<file path="config.mk">
export PLATFORM = sky130hd
export DESIGN_NAME = pipe_elastic_reg
export DESIGN_NICKNAME = d
export VERILOG_FILES = /design/src/rtl/pipe_elastic_reg_pkg.sv /design/src/rtl/pipe_elastic_reg_wrap_ptr.sv /design/src/rtl/pipe_elastic_reg.sv
export SDC_FILE = /design/constraint.sdc
export NUM_CORES = 1
export LEC_CHECK = 0
export ABC_CLOCK_PERIOD_IN_PS = 8050
export BUFFER_PORTS_ARGS = -buffer_cell sky130_fd_sc_hd__buf_2
export CORE_AREA = 2 2 127 129
export DETAILED_ROUTE_END_ITERATION = 8
export DIE_AREA = 0 0 129 131
export GPL_TIMING_DRIVEN = 0
export SKIP_CTS_REPAIR_TIMING = 1
export SLEW_MARGIN = 5
export SYNTH_ARGS = -nofsm -noshare
export SYNTH_HDL_FRONTEND = slang
export SYNTH_HIERARCHICAL = 1
export SYNTH_SLANG_ARGS = --single-unit
</file>
<file path="constraint.sdc">
create_clock -name clk -period 8.05 [get_ports clk]
set_input_delay 2.415 -clock clk [delete_from_list [all_inputs] [get_ports clk]]
set_output_delay 2.415 -clock clk [all_outputs]
set_load 0.01 [all_outputs]
</file>
<file path="src/rtl/pipe_elastic_reg_pkg.sv">
// pipe_elastic_reg_pkg: shared pipeline-stage types and constants.
//   pipe_ctrl_t  - 2-bit stage control (RUN / FLUSH / HOLD / HOLD_ALT)
//   PERF_CNT_W   - width of the optional performance counters
//   ptr_width()  - pointer width for a DEPTH-entry circular buffer
package pipe_elastic_reg_pkg;

    typedef enum logic [1:0] {
        PIPE_RUN      = 2'b00,
        PIPE_FLUSH    = 2'b01,
        PIPE_HOLD     = 2'b10,
        PIPE_HOLD_ALT = 2'b11
    } pipe_ctrl_t;

    localparam int PERF_CNT_W = 32;

    // A single-entry buffer still needs a one-bit pointer.
    function automatic int ptr_width(input int depth);
        return (depth > 1) ? $clog2(depth) : 1;
    endfunction

endpackage

</file>
<file path="src/rtl/pipe_elastic_reg_wrap_ptr.sv">
// pipe_wrap_ptr: modulo-DEPTH pointer with increment and clear.
//   clk   - clock
//   reset - synchronous active-low reset, clears the pointer
//   i_inc - advance the pointer by one, wrapping DEPTH-1 -> 0
//   i_clr - clear the pointer to 0 (takes priority over i_inc)
//   o_ptr - current pointer value
module pipe_wrap_ptr #(
    parameter int DEPTH = 2,
    parameter int PW    = 1
) (
    input  logic          clk,
    input  logic          reset,
    input  logic          i_inc,
    input  logic          i_clr,
    output logic [PW-1:0] o_ptr
);

    logic [PW-1:0] r_ptr;
    logic [PW-1:0] w_next;

    assign w_next = (r_ptr == PW'(DEPTH - 1)) ? '0 : r_ptr + 1'b1;
    assign o_ptr  = r_ptr;

    always_ff @(posedge clk) begin
        if (!reset)
            r_ptr <= '0;
        else if (i_clr)
            r_ptr <= '0;
        else if (i_inc)
            r_ptr <= w_next;
    end

endmodule

</file>
<file path="src/rtl/pipe_elastic_reg.sv">
// pipe_elastic_reg: DEPTH-entry elastic pipeline-stage register with valid/ready.
//   clk        - clock, all state updates on posedge
//   reset      - synchronous active-low reset, clears all state
//   ctrl       - stage control: 00 RUN, 01 FLUSH, 10/11 HOLD
//   in_valid   - upstream payload present
//   in_ready   - buffer accepts a payload this cycle (registered state only)
//   in_data    - upstream payload
//   out_valid  - head payload available downstream
//   out_ready  - downstream consumes the head
//   out_data   - head payload, zero when empty
//   occupancy  - number of stored entries
// Optional (macro PIPE_ELASTIC_REG_PERF_EN):
//   hold_cycles - saturating count of HOLD cycles
//   flush_count - saturating count of FLUSH cycles
module pipe_elastic_reg
    import pipe_elastic_reg_pkg::*;
#(
    parameter int WIDTH = 64,
    parameter int DEPTH = 2
) (
    input  logic                         clk,
    input  logic                         reset,
    input  logic [1:0]                   ctrl,
    input  logic                         in_valid,
    output logic                         in_ready,
    input  logic [WIDTH-1:0]             in_data,
    output logic                         out_valid,
    input  logic                         out_ready,
    output logic [WIDTH-1:0]             out_data,
    output logic [$clog2(DEPTH+1)-1:0]   occupancy
`ifdef PIPE_ELASTIC_REG_PERF_EN
    ,
    output logic [PERF_CNT_W-1:0]        hold_cycles,
    output logic [PERF_CNT_W-1:0]        flush_count
`endif
);

    localparam int CW = $clog2(DEPTH + 1);
    localparam int PW = ptr_width(DEPTH);
    localparam logic [CW-1:0] FULL = CW'(DEPTH);

    logic [WIDTH-1:0] r_mem [DEPTH];
    logic [CW-1:0]    r_count;
    logic [PW-1:0]    w_rd;
    logic [PW-1:0]    w_wr;
    pipe_ctrl_t       w_ctrl;
    logic             w_run;
    logic             w_flush;
    logic             w_push;
    logic             w_pop;

    assign w_ctrl  = pipe_ctrl_t'(ctrl);
    assign w_run   = (w_ctrl == PIPE_RUN);
    assign w_flush = (w_ctrl == PIPE_FLUSH);

    // in_ready looks only at stored count, so a full buffer refuses a push
    // even when the head is popped in the same cycle.
    assign in_ready  = (r_count < FULL) && w_run;
    assign out_valid = (r_count != '0) && w_run;
    assign out_data  = (r_count != '0) ? r_mem[w_rd] : '0;
    assign occupancy = r_count;

    assign w_push = in_valid && in_ready;
    assign w_pop  = out_valid && out_ready;

    pipe_wrap_ptr #(.DEPTH(DEPTH), .PW(PW)) u_rd_ptr (
        .clk   (clk),
        .reset (reset),
        .i_inc (w_pop),
        .i_clr (w_flush),
        .o_ptr (w_rd)
    );

    pipe_wrap_ptr #(.DEPTH(DEPTH), .PW(PW)) u_wr_ptr (
        .clk   (clk),
        .reset (reset),
        .i_inc (w_push),
        .i_clr (w_flush),
        .o_ptr (w_wr)
    );

    always_ff @(posedge clk) begin
        if (!reset)
            r_count <= '0;
        else if (w_flush)
            r_count <= '0;
        else if (w_push && !w_pop)
            r_count <= r_count + 1'b1;
        else if (w_pop && !w_push)
            r_count <= r_count - 1'b1;
    end

    // Flush zeroes the old head so a stale payload never reappears at out_data.
    always_ff @(posedge clk) begin
        if (!reset) begin
            for (int i = 0; i < DEPTH; i++)
                r_mem[i] <= '0;
        end else if (w_flush) begin
            r_mem[w_rd] <= '0;
        end else if (w_push) begin
            r_mem[w_wr] <= in_data;
        end
    end

`ifdef PIPE_ELASTIC_REG_PERF_EN
    logic [PERF_CNT_W-1:0] r_hold_cycles;
    logic [PERF_CNT_W-1:0] r_flush_count;

    always_ff @(posedge clk) begin
        if (!reset) begin
            r_hold_cycles <= '0;
            r_flush_count <= '0;
        end else begin
            if (ctrl[1] && (r_hold_cycles != '1))
                r_hold_cycles <= r_hold_cycles + 1'b1;
            if (w_flush && (r_flush_count != '1))
                r_flush_count <= r_flush_count + 1'b1;
        end
    end

    assign hold_cycles = r_hold_cycles;
    assign flush_count = r_flush_count;
`endif

endmodule

</file>
After elaboration in Yosys (flattened, before gate mapping) --
Memories as Yosys holds them, arrays and structs flattened. A register that Yosys moved wholly into a read port is not among the register bits. Cells that the tools add are included.
Word-level totals: flip-flop bits (word level) 4, RAM bits 128, bits of input ports 70, output and inout port bits 68, word-level logic and storage cells 46, memories kept 1
Operators by class: add/sub/neg operators 4, magnitude comparators 1, equal/unequal tests 1, muxes and demuxes 21, bitwise operators 1, reductions and logical operators 14
Memory list:
- r_mem | depth 2, width 64, rd ports 1, clocked after Yosys merged registers in 1, write ports 2, RTL line pipe_elastic_reg.sv:42 | logic [WIDTH-1:0] r_mem [DEPTH];
Operators with widths (count):
- 64-bit two-way mux | 3
- 64-bit OR reduction | 2
- 1-bit two-way mux | 16
- 1-bit logical AND | 6
- 2-bit two-way mux | 2
- 2-bit nonzero test | 2
- 1-bit adder (second input constant) | 2
- 2-bit by 1-bit adder with 2-bit output (second input constant) | 1
- 2-bit by 1-bit equality test with 1-bit output (second input constant) | 1
- 1-bit logical NOT | 2
- 2-bit logical NOT | 1
- 2-bit < comparator (second input constant) | 1
- 2-bit OR reduction | 1
- 2-bit by 1-bit subtractor with 2-bit output (second input constant) | 1
- 1-bit NOT | 1

Depth between registers and ports, before layout --
depth in word-level cells 9, gate-level depth with buffers 7, gate-level depth less buffers 7

By module --
Netlist, hierarchy kept.
Modules (own cells, without submodules):
- pipe_elastic_reg | times used 1, cells each 439, area each 6008.3 um2, seq. area each 3883.7 um2
- pipe_wrap_ptr | times used 2, cells each 3, area each 41.3 um2, seq. area each 20.0 um2

Worst setup path after synthesis --
No wires, ideal clock.
path kind input to register, start point in ctrl[0], end point mem r_mem[0][0], enable pin, setup time 574 ps, arrival time 7250 ps, required time 7476 ps, slack 226 ps, cell stages on the path 3, buffers on the path 0, path through nor4b_1 -> a21oi_1 -> o21ai_0
RTL lines:
- from (decl) | RTL line pipe_elastic_reg.sv:23 | input logic [1:0] ctrl,
- to (decl) | RTL line pipe_elastic_reg.sv:42

Worst setup path in the final report --
start point in ctrl[1], end point out out_valid
Between the ends: cells in the longest elaborated chain, start to end 2
Ends and longest elaborated chain:
- 2-bit logical NOT | RTL line pipe_elastic_reg.sv:53 | assign w_run = (w_ctrl == PIPE_RUN);
- 1-bit logical AND | RTL line pipe_elastic_reg.sv:59 | assign out_valid = (r_count != '0) && w_run;
- to (decl) | RTL line pipe_elastic_reg.sv:27 | output logic out_valid,
No other way between the ends.

==> flow_summary_export.csv <==
group,metric,value,unit
sta,timing_worst_slew_pin_value,0.573,ns
routing,wl_per_cell,15.5,um
worst_setup_path,critPathMaxFanout,6,
floorplan,initial_core_util,39.1,%
sta,max_freq,0.183,GHz
placement,dp_hpwl,8.84,mm
sta,finalCritPeriodShare,67.9,%
cts,clkSinkCount,132,
worst_setup_path,path_cells,"buf_2 -> nor3_1 -> buf_2",
worst_setup_path,critPathSlowestCell,"nor3_1",
global_routing,antenna_found_initial,1,
worst_setup_path,crit_family,"buffers and inverters",
synthesis,synth_area,6090,um^2
cells_and_area,multi_input_area,1910,um^2
worst_setup_path,critPathBufInv,2,
job,maxCapViolations,0,
sta,final.setup_skew,0.00631,ns
routing,route.detailed.drc,0,
floorplan,core_area,15600,um^2
cts,tritoncts,"built",
sta,rsz0062_at_grt,"no",
synthesis,ys_async_sr_fraction,0,%
sta,hold-worst-slack,0.573,ns
worst_setup_path,cp_common_cell,"buf_2",
synthesis,yosysTopAreaCellShare,63.1,%
routing,routed-via-count,3839,
synthesis,synth.area.top_cells,"edfxtp_1 (63%), and2_1 (13%), mux2i_1 (11%), nor2_1 (4.1%), buf_8 (3.0%)",
sta,max_slew_margin,61.3,%
synthesis,yosysSeqAreaShare,64.4,%
placement,post_dp_cell_area,7190,um^2
worst_setup_path,worst_path_largest_cell_delay,0.28,ns
synthesis,yosysTopAreaCell,"edfxtp_1",
floorplan,dieHeight,131,um
routing,routed_wl,13.0,mm
sta,period_minus_slack,5.47,ns
synthesis,synth-seq-cells,132,
cells_and_area,drive_gt1_share,32.1,%
sta,setup_viol,0,
worst_setup_path,timing.rr.end,"r_mem[1][16]",
worst_setup_path,crit_end,"out_valid",
cts,cts-root-buf,"clkbuf_16",
floorplan,dieArea,16900,um^2
cts,clk_pin_slew,0.05,ns
synthesis,ys_top_cells_by_count,"and2_1 (129), edfxtp_1 (128), nor2_1 (66), mux2i_1 (64), buf_8 (12)",
power,p_total,1.76,mW
synthesis,synth_edf_count,128,
power,p_per_area,224,nW/um^2
global_routing,grt_max_degree,26,
worst_hold_path,holdCritPathClass,"reg -> reg",
worst_setup_path,endpoint_kind,"output pin",
synthesis,syn_inst,445,
cells_and_area,fill_cells,1417,
routing,postRouteAntennaNets,0,
synthesis,post-synth-top-count-cell,"and2_1",
synthesis,syn_nets,516,
routing,routed_via_density,4.59,
cts,htreeDepth,4,
worst_setup_path,arrival,3.05,ns
global_routing,grt_remaining_overflow,0,
worst_setup_path,critPathKind,"in -> out",
global_routing,first_global_vias,4045,
worst_setup_path,reg2reg_depth,6,
floorplan,rows,46,
synthesis,synthFlopType,"edfxtp_1",
status,status,"finished, final reports clean",
power,vdd_drop_max,0.119,mV
synthesis,yosys_warnings,6,
sta,slew_violations,0,
worst_setup_path,r2r_slack,6.10,ns
synthesis,syn_avg_cell_area,13.7,um^2
routing,drt_iter0_drc,164,
cells_and_area,fin_nets,678,
global_routing,grt_pass1_wl,20.3,mm
worst_setup_path,cp-start-kind,"input port",
worst_setup_path,critPathRequiredTime,5.64,ns
placement,place.gp.congestion,0.780,
floorplan,io_pins,138,
global_routing,grt.total_usage,16.1,%
cts,insertion_delay,0.41,ns
placement,port_buffers,137,
cells_and_area,area_growth,28.6,%
worst_setup_path,r2r_start,"u_rd_ptr/o_ptr",
worst_setup_path,crit_cells,3,
sta,hold_violations,0,
cts,cts_buffers,17,
routing,firstDrtPassIters,4,
worst_setup_path,crit_start,"ctrl[1]",
floorplan,die_w,129,um
synthesis,ys_types,28,
power,p_leak,3.14,nW
cts,cts_buffer_depth,2,
cells_and_area,regArea,3920,um^2
cells_and_area,post-route-cell-area,7830,um^2
how the worst min path moves through the flow:
stage	from	endpoint	depth (start not counted)
global placement	occupancy[0]	occupancy[0]	2
finish	u_rd_ptr/o_ptr	u_rd_ptr/o_ptr	2
floorplan	u_rd_ptr/o_ptr	u_rd_ptr/o_ptr	2
CTS	u_rd_ptr/o_ptr	u_rd_ptr/o_ptr	2
global route	u_rd_ptr/o_ptr	u_rd_ptr/o_ptr	2
detailed placement	u_rd_ptr/o_ptr	u_rd_ptr/o_ptr	2
area by class of cell:
cell class / instances / share of cell area (%)
Antenna cell: 1 / 0.0319
Buffer: 29 / 3.56
Clock buffer: 18 / 5.48
Clock inverter: 14 / 2.68
Inverter: 1 / 0.0479
Multi-Input combinational cell: 283 / 24.3
Sequential cell: 132 / 50.1
Tap cell: 216 / 3.45
Timing Repair Buffer: 143 / 10.3
layer usage:
layer | GRT usage (%) | vias up | wire [um]
li1 | - | 1877 | -
met1 | 19.6 | 1846 | 5650
met2 | 27.2 | 102 | 6560
met3 | 4.28 | 14 | 600
met4 | 7.16 | 0 | 189
met5 | 0 | - | 0
cell families (layout without fill, tap and decap cells):
kind of cell             after synthesis  in the layout  synth area share [%]
AND/OR/NAND/NOR                      208            208                  19.1
flip-flops                           132            132                  64.4
multiplexers                          64             64                  10.5
buffers and inverters                 30            205                  4.64
AO/OA/AOI/OAI                          6              6                 0.493
XOR/XNOR                               4              4                 0.575
adder cells (fa/ha/maj)                1              1                 0.205
other                                  0              1                     0
flip-flops by register name, indices dropped and copies added, names as in the netlist:
| signal | cells |
|---|---|
| u_wr_ptr/o_ptr | 1 |
| u_rd_ptr/o_ptr | 1 |
| occupancy | 2 |
| r_mem | 128 |
layout by cell type, fill, tap and decap left out, types with 3 or more instances in the layout:
| master | n |
|---|---|
| a21oi_1 | 3 |
| and2_1 | 129 |
| buf_1 | 6 |
| buf_12 | 4 |
| buf_2 | 141 |
| buf_4 | 4 |
| buf_8 | 13 |
| bufinv_16 | 5 |
| clkbuf_16 | 17 |
| clkinv_1 | 3 |
| clkinv_4 | 3 |
| clkinvlp_4 | 3 |
| dfxtp_1 | 4 |
| edfxtp_1 | 128 |
| mux2i_1 | 64 |
| nor2_1 | 66 |
tightest hold or removal path: stages, from the launching register on:
cell and delay, ns:
dfxtp_1 0.35, xnor2_1 0.14, nor3b_2 0.04
power by group:
| group | total [mW] | switching, mW | internal (mW) |
|---|---|---|---|
| clock network | 0.835 | 0.288 | 0.547 |
| logic | 0.121 | 0.0695 | 0.0510 |
| registers | 0.799 | 0.00964 | 0.790 |
stage by stage:
step	setup TNS [ns]	setup WS (ns)	utilization (%)	cells
2_1_floorplan	0	0.226	-	445
3_3_place_gp	-385.81	-3.04	45.2	798
3_5_place_dp	0	2.59	46.1	804
4_1_cts	0	2.59	50.2	836
5_1_grt	0	2.51	50.2	837
6_report	0	2.58	50.2	837
Power figures use the tool's default switching activity.
